## src/rtl/sensor_cmd_scheduler.sv

```systemverilog
// sensor_cmd_scheduler: host command sequencer for a single DHT11 sensor.
// Assembles 2-byte host frames, runs the sensor, serializes 2-byte replies,
// and interleaves periodic temperature/humidity samples with host traffic.
module sensor_cmd_scheduler #(
    parameter logic [4:0]  SENSOR_ADDR    = 5'd0,
    parameter int unsigned PERIOD_CYCLES  = 50_000_000,
    parameter int unsigned BYTE_TIMEOUT   = 5_000_000,
    parameter int unsigned SENSOR_TIMEOUT = 10_000_000
) (
    input  logic       clock,
    input  logic       reset_n,
    input  logic       rx_done,
    input  logic [7:0] rx_data,
    output logic       dht_start,
    input  logic       dht_done,
    input  logic       dht_error,
    input  logic [7:0] dht_temp,
    input  logic [7:0] dht_hum,
    output logic       tx_start,
    output logic [7:0] tx_data,
    input  logic       tx_done,
    output logic       busy,
    output logic       overrun,
    output logic       cont_temp_on,
    output logic       cont_hum_on
);

    typedef enum logic [2:0] {
        S_IDLE, S_DECODE, S_SENSOR_REQ, S_SENSOR_WAIT,
        S_TX1, S_TX1_WAIT, S_TX2, S_TX2_WAIT
    } state_t;

    // What the current sensor read answers: host query or continuous sample.
    typedef enum logic [2:0] {K_STAT, K_TEMP, K_HUM, K_CTEMP, K_CHUM} kind_t;

    state_t      state;
    kind_t       kind;
    kind_t       tick_kind;
    logic [7:0]  resp1;
    logic [31:0] sens_cnt;
    logic        next_hum;

    logic        have_cmd;
    logic [7:0]  cmd_hold;
    logic [31:0] byte_tmr;
    logic [7:0]  frame_cmd;
    logic [4:0]  frame_addr;
    logic        frame_valid;

    logic [31:0] per_tmr;
    logic        tick_pend;
    logic        cont_any;
    logic        take_frame;
    logic        take_tick;
    logic        dec_cont;
    logic        tick_served;

    assign cont_any    = cont_temp_on | cont_hum_on;
    assign take_frame  = (state == S_IDLE) && frame_valid;
    assign take_tick   = (state == S_IDLE) && !frame_valid && tick_pend && cont_any;
    // A valid 0x03/0x04 is served straight from DECODE as the forced tick.
    assign dec_cont    = (state == S_DECODE) && (frame_cmd == 8'h03 || frame_cmd == 8'h04) &&
                         (frame_addr == SENSOR_ADDR);
    assign tick_served = take_tick | dec_cont;
    // With both modes on, samples alternate starting with temperature.
    assign tick_kind   = (cont_temp_on && (!cont_hum_on || !next_hum)) ? K_CTEMP : K_CHUM;

    // Frame assembler: pairs command/address bytes, drops stale halves and overruns.
    always_ff @(posedge clock or negedge reset_n) begin
        if (!reset_n) begin
            have_cmd    <= 1'b0;
            cmd_hold    <= 8'h00;
            byte_tmr    <= '0;
            frame_cmd   <= 8'h00;
            frame_addr  <= 5'd0;
            frame_valid <= 1'b0;
            overrun     <= 1'b0;
        end else begin
            if (take_frame) frame_valid <= 1'b0;
            if (rx_done) begin
                if (!have_cmd) begin
                    have_cmd <= 1'b1;
                    cmd_hold <= rx_data;
                    byte_tmr <= '0;
                end else begin
                    have_cmd <= 1'b0;
                    if (frame_valid) begin
                        overrun <= 1'b1;
                    end else begin
                        frame_cmd   <= cmd_hold;
                        frame_addr  <= rx_data[4:0];
                        frame_valid <= 1'b1;
                    end
                end
            end else if (have_cmd) begin
                if (byte_tmr == BYTE_TIMEOUT) have_cmd <= 1'b0;
                else                          byte_tmr <= byte_tmr + 32'd1;
            end
        end
    end

    // Period timer: free-runs only while a continuous mode is on; wraps raise tick_pend.
    always_ff @(posedge clock or negedge reset_n) begin
        if (!reset_n) begin
            per_tmr   <= '0;
            tick_pend <= 1'b0;
        end else if (!cont_any) begin
            per_tmr   <= '0;
            tick_pend <= 1'b0;
        end else begin
            if (tick_served) tick_pend <= 1'b0;
            if (per_tmr == PERIOD_CYCLES - 1) begin
                per_tmr   <= '0;
                tick_pend <= 1'b1;
            end else begin
                per_tmr <= per_tmr + 32'd1;
            end
        end
    end

    // Main sequencer: arbitration, decode, sensor handshake and 2-byte reply.
    always_ff @(posedge clock or negedge reset_n) begin
        if (!reset_n) begin
            state        <= S_IDLE;
            kind         <= K_STAT;
            resp1        <= 8'h00;
            sens_cnt     <= '0;
            next_hum     <= 1'b0;
            dht_start    <= 1'b0;
            tx_start     <= 1'b0;
            tx_data      <= 8'h00;
            busy         <= 1'b0;
            cont_temp_on <= 1'b0;
            cont_hum_on  <= 1'b0;
        end else begin
            dht_start <= 1'b0;
            tx_start  <= 1'b0;
            case (state)
                S_IDLE: begin
                    if (take_frame) begin
                        state <= S_DECODE;
                        busy  <= 1'b1;
                    end else if (take_tick) begin
                        state     <= S_SENSOR_REQ;
                        busy      <= 1'b1;
                        kind      <= tick_kind;
                        next_hum  <= (tick_kind == K_CTEMP);
                        dht_start <= 1'b1;
                        sens_cnt  <= '0;
                    end
                end
                S_DECODE: begin
                    sens_cnt <= '0;
                    if (frame_cmd > 8'h06) begin
                        tx_data <= 8'hCF; resp1 <= 8'h00; tx_start <= 1'b1; state <= S_TX1;
                    end else if (frame_addr != SENSOR_ADDR) begin
                        tx_data <= 8'hEF; resp1 <= 8'h00; tx_start <= 1'b1; state <= S_TX1;
                    end else begin
                        case (frame_cmd[2:0])
                            3'd0: begin kind <= K_STAT; dht_start <= 1'b1; state <= S_SENSOR_REQ; end
                            3'd1: begin kind <= K_TEMP; dht_start <= 1'b1; state <= S_SENSOR_REQ; end
                            3'd2: begin kind <= K_HUM;  dht_start <= 1'b1; state <= S_SENSOR_REQ; end
                            3'd3: begin
                                cont_temp_on <= 1'b1; kind <= K_CTEMP; next_hum <= 1'b1;
                                dht_start <= 1'b1; state <= S_SENSOR_REQ;
                            end
                            3'd4: begin
                                cont_hum_on <= 1'b1; kind <= K_CHUM; next_hum <= 1'b0;
                                dht_start <= 1'b1; state <= S_SENSOR_REQ;
                            end
                            3'd5: begin
                                cont_temp_on <= 1'b0;
                                tx_data <= 8'h0A; resp1 <= 8'h00; tx_start <= 1'b1; state <= S_TX1;
                            end
                            default: begin
                                cont_hum_on <= 1'b0;
                                tx_data <= 8'h0B; resp1 <= 8'h00; tx_start <= 1'b1; state <= S_TX1;
                            end
                        endcase
                    end
                end
                S_SENSOR_REQ: state <= S_SENSOR_WAIT;
                S_SENSOR_WAIT: begin
                    // dht_done on the timeout clock still counts as a completed read.
                    if (dht_done) begin
                        tx_start <= 1'b1;
                        state    <= S_TX1;
                        if (dht_error) begin
                            tx_data <= 8'h1F; resp1 <= 8'h00;
                        end else begin
                            case (kind)
                                K_STAT:  begin tx_data <= 8'h07; resp1 <= 8'h00;     end
                                K_TEMP:  begin tx_data <= 8'h09; resp1 <= dht_temp; end
                                K_HUM:   begin tx_data <= 8'h08; resp1 <= dht_hum;  end
                                K_CTEMP: begin tx_data <= 8'h0D; resp1 <= dht_temp; end
                                default: begin tx_data <= 8'h0E; resp1 <= dht_hum;  end
                            endcase
                        end
                    end else if (sens_cnt == SENSOR_TIMEOUT) begin
                        tx_data <= 8'h1F; resp1 <= 8'h00; tx_start <= 1'b1; state <= S_TX1;
                    end else begin
                        sens_cnt <= sens_cnt + 32'd1;
                    end
                end
                S_TX1: state <= S_TX1_WAIT;
                S_TX1_WAIT: begin
                    if (tx_done) begin
                        tx_data  <= resp1;
                        tx_start <= 1'b1;
                        state    <= S_TX2;
                    end
                end
                S_TX2: state <= S_TX2_WAIT;
                S_TX2_WAIT: begin
                    if (tx_done) begin
                        state <= S_IDLE;
                        busy  <= 1'b0;
                    end
                end
                default: begin
                    state <= S_IDLE;
                    busy  <= 1'b0;
                end
            endcase
        end
    end

endmodule

```

## config.mk

```make
export PLATFORM = sky130hd
export DESIGN_NAME = sensor_cmd_scheduler
export DESIGN_NICKNAME = d
export VERILOG_FILES = /design/src/rtl/sensor_cmd_scheduler.sv
export SDC_FILE = /design/constraint.sdc
export NUM_CORES = 1
export LEC_CHECK = 0
export ABC_AREA = 1
export CELL_PAD_IN_SITES_DETAIL_PLACEMENT = 2
export CELL_PAD_IN_SITES_GLOBAL_PLACEMENT = 2
export CORE_MARGIN = 2
export CORE_UTILIZATION = 28
export CTS_BUF_LIST = sky130_fd_sc_hd__clkbuf_16
export CTS_CLUSTER_DIAMETER = 80
export DETAILED_ROUTE_END_ITERATION = 8
export HOLD_SLACK_MARGIN = 0.05
export PLACE_DENSITY = 0.66
export SLEW_MARGIN = 40
export SYNTH_ARGS = -nofsm -noshare
export SYNTH_HDL_FRONTEND = slang
export SYNTH_SLANG_ARGS = --single-unit
export TNS_END_PERCENT = 30
```

## constraint.sdc

```tcl
create_clock -name clock -period 2.3 [get_ports clock]
set_input_delay 0.69 -clock clock [delete_from_list [all_inputs] [get_ports clock]]
set_output_delay 0.69 -clock clock [all_outputs]
set_load 0.005 [all_outputs]
```

==> results of run 1 <==
-- flip-flops by register name, indices dropped and copies added, names as in the netlist --
name,count
byte_tmr,32
per_tmr,32
sens_cnt,32
cmd_hold,8
frame_cmd,8
resp1,8
tx_data,8
frame_addr,5
kind,3
state,3
busy,1
cont_hum_on,1
cont_temp_on,1
dht_start,1
frame_valid,1
have_cmd,1
next_hum,1
overrun,1
tick_pend,1
tx_start,1
-- metal layers --
| layer | vias to the layer above | wire [µm] |
|---|---|---|
| li1 | 4472 | - |
| met1 | 4538 | 15700 |
| met2 | 75 | 15600 |
| met3 | 26 | 732 |
| met4 | 0 | 382 |
| met5 | - | 0 |
-- power groups by stage --
stage,combinational (µW),sequential (µW),clock [µW]
finish,2520,3260,2910
CTS,2590,3260,3000
global route,2850,3310,3080
floorplan,1670,3220,0
detailed placement,2570,3310,0
global placement,2510,3300,0
-- cell usage after synthesis (2+ instances only) --
library cell	n	area share [%]
nand2_1	439	18
nor2_1	244	9.8
dfrtp_1	149	40
nand3_1	147	7.8
inv_1	120	4.8
o21ai_2	32	3.0
nor3_1	29	1.5
xor2_1	26	2.4
o21ai_0	25	1.3
nand4_1	20	1.3
a21oi_1	14	0.75
clkbuf_1	13	0.52
o21ai_1	13	0.69
nand2_2	11	0.73
buf_6	10	1.2
xnor2_1	10	0.93
a32o_1	8	0.85
buf_2	7	0.37
ha_1	5	0.67
nor2_2	5	0.33
or2_2	5	0.33
inv_2	4	0.16
nand2_4	4	0.48
nor3b_1	4	0.32
a31oi_1	3	0.20
buf_1	2	0.080
buf_4	2	0.16
mux2_2	2	0.24
nand3b_1	2	0.16
o21a_1	2	0.16
-- final timing paths --
kind                                  start      endpoint  slack (ns)  cells past startpoint
worst max-delay path            cont_hum_on   cont_hum_on        0.12                      1
max in group asynchronous           reset_n      resp1[4]        1.48                      2
min in group clock              cmd_hold[0]   cmd_hold[0]        0.49                      2
worst max register to register  byte_tmr[0]  byte_tmr[11]        0.18                     12
worst min register to register  cmd_hold[0]   cmd_hold[0]        0.49                      2
worst min-delay path                reset_n   per_tmr[28]        0.18                      1
-- area by class of cell --
cell class / count / area [µm²] / area share (%)
inverters: 124 / 465 / 4.19
repair buffers: 76 / 783 / 7.05
clock buffers: 17 / 425 / 3.83
multi-input cells: 1061 / 4990 / 44.9
well taps: 448 / 561 / 5.05
flip-flops and latches: 149 / 3730 / 33.6
clock inverters: 14 / 153 / 1.37
-- logic make-up after synthesis --
| kind of cell | share of synthesized area (%) |
|---|---|
| flip-flops | 39.7 |
| AO/OA/AOI/OAI | 7.62 |
| multiplexers | 0.240 |
| buffers and inverters | 7.29 |
| AND/OR/NAND/NOR | 41.1 |
| adder cells (fa/ha/maj) | 0.666 |
| XOR/XNOR | 3.36 |
-- stage by stage --
stage          area (µm²)  hold slack, ns  utilization (%)  setup slack, ns  total power (µW)
2_1_floorplan        9390           0.394                -            0.512              4890
3_5_place_dp        10500           0.478             31.6           0.0604              5880
3_3_place_gp        10500           0.468             31.6           0.0964              5810
6_report            11100           0.183             33.4            0.116              8680
4_1_cts             11100           0.186             33.3           0.0705              8850
5_1_grt             11100           0.195             33.4           0.0249              9250
-- what timing repair did --
| action | in CTS | in global routing |
|---|---|---|
| endpoints found under the setup margin | 0 | 18 |
| resized for setup | 0 | 2 |
| hold buffers | 0 | 0 |
| buffers inserted | 0 | 0 |
==> metrics.cfg, run 1 <==
[status]
status=complete, no violations

[pwr]
switching_share_pct=36.6
leakage_uw=0.00471
internal_power_uw=5500
pwr-share-comb_pct=29.0
p_per_area_nw_per_um2=781
sequentialPowerShare_pct=37.5
switchingPower_uw=3180
clockPowerShare_pct=33.5
peakVddDrop_v=0.000548

[place]
place_hpwl_mm=24.7
place.gp.congestion=0.791
numPortBuffers=43
placed_cells=1858

[sta]
maxSlewViolCount=0
finalHoldViolCount=0
worst_slew_pin_slew_ns=0.519
skew_ns=0.0115
setup_violations=0
timing.final.crit_share_pct=95.0
max_freq_mhz=458
fin_crit_ns=2.18
relSlewSlack_pct=65.3
rsz0062_at_grt=no
finalSetupTns_ns=0

[floorplanning]
std_cell_rows=67
core-area_um2=33300
ios=44
start_util_pct=28.2
die_area_um2=35000
die_w_um=187
die_h_um=187

[synth]
synth_cell_types=41
synth.avg_cell_area_um2=6.87
ys.flop_type=dfrtp_1
synth-edff-count=0
synth_warnings=0
synth_seq_cells=149
synthArstFlopShare_pct=100
syn-cell-area_um2=9390
syn_inst=1368
syn-num-nets=1403
seq_area_frac_synth_pct=39.7

[critical_path]
arrival_ns=1.49
crit_type=reg2out
worst_setup_path_end_kind=output port
cpPeakStageDelay_ns=0.56
cp.required_ns=1.61
crit_chain=clkdlybuf4s50_1
startpoint_type=flip-flop
critPathBufInv=1
cp_max_fo=5
critPathSlowestCell=clkdlybuf4s50_1
crit_family=buffers and inverters

[global_routing]
antenna_found_initial=0
busiest_layer=met2
grt_max_degree=45
grt.met1_usage_pct=25.3
grt_pass1_wl_mm=53.7
grt_pass1_vias=10013
grt.overflow.total=0
grtUsageTotal_pct=19.2
use_met2_pct=33.0
grtUsageMet3_pct=3.30

[cells_and_area]
final_common_cell=nand2_1
fill_cells=3940
antenna_cells=0
final_cells=1889
drive_gt1_share_pct=9.30
final_cell_mix=439 x nand2_1, 243 x nor2_1, 149 x dfrtp_1
syn_to_final_growth_pct=18.3
nNetsFinal=1464

[drt]
drc=0
dr_total_vias=9111
wl_per_cell_um=17.1
initialDrtViolationCount=312
drtAntennaViolNets=0
drt_pass1_iterations=5
drt-vias-per-instance=4.82
routed_wl_mm=32.4

[clock_tree]
cts_tree=done
cts_num_sinks=149
numCtsBuffers=17
insertion_delay_ns=0.45
cts-root-buf=clkbuf_16
htreeDepth=4
clk_pin_slew_worst_paths_ns=0.07
clockBufferDepth=2

[run]
maxCapViolCount=0

[worst_hold_path]
hp-class=in2async

No activity file was read; power rests on OpenSTA's default activity.
==> run 2: changes to the inputs <==
--- a/config.mk
+++ b/config.mk
@@ -6,6 +6,7 @@
 export NUM_CORES = 1
 export LEC_CHECK = 0
 export ABC_AREA = 1
+export CAP_MARGIN = 20
 export CELL_PAD_IN_SITES_DETAIL_PLACEMENT = 2
 export CELL_PAD_IN_SITES_GLOBAL_PLACEMENT = 2
 export CORE_MARGIN = 2
==> results of run 2 <==
No change in the layout: final DEF, timing and power equal those of run 1.
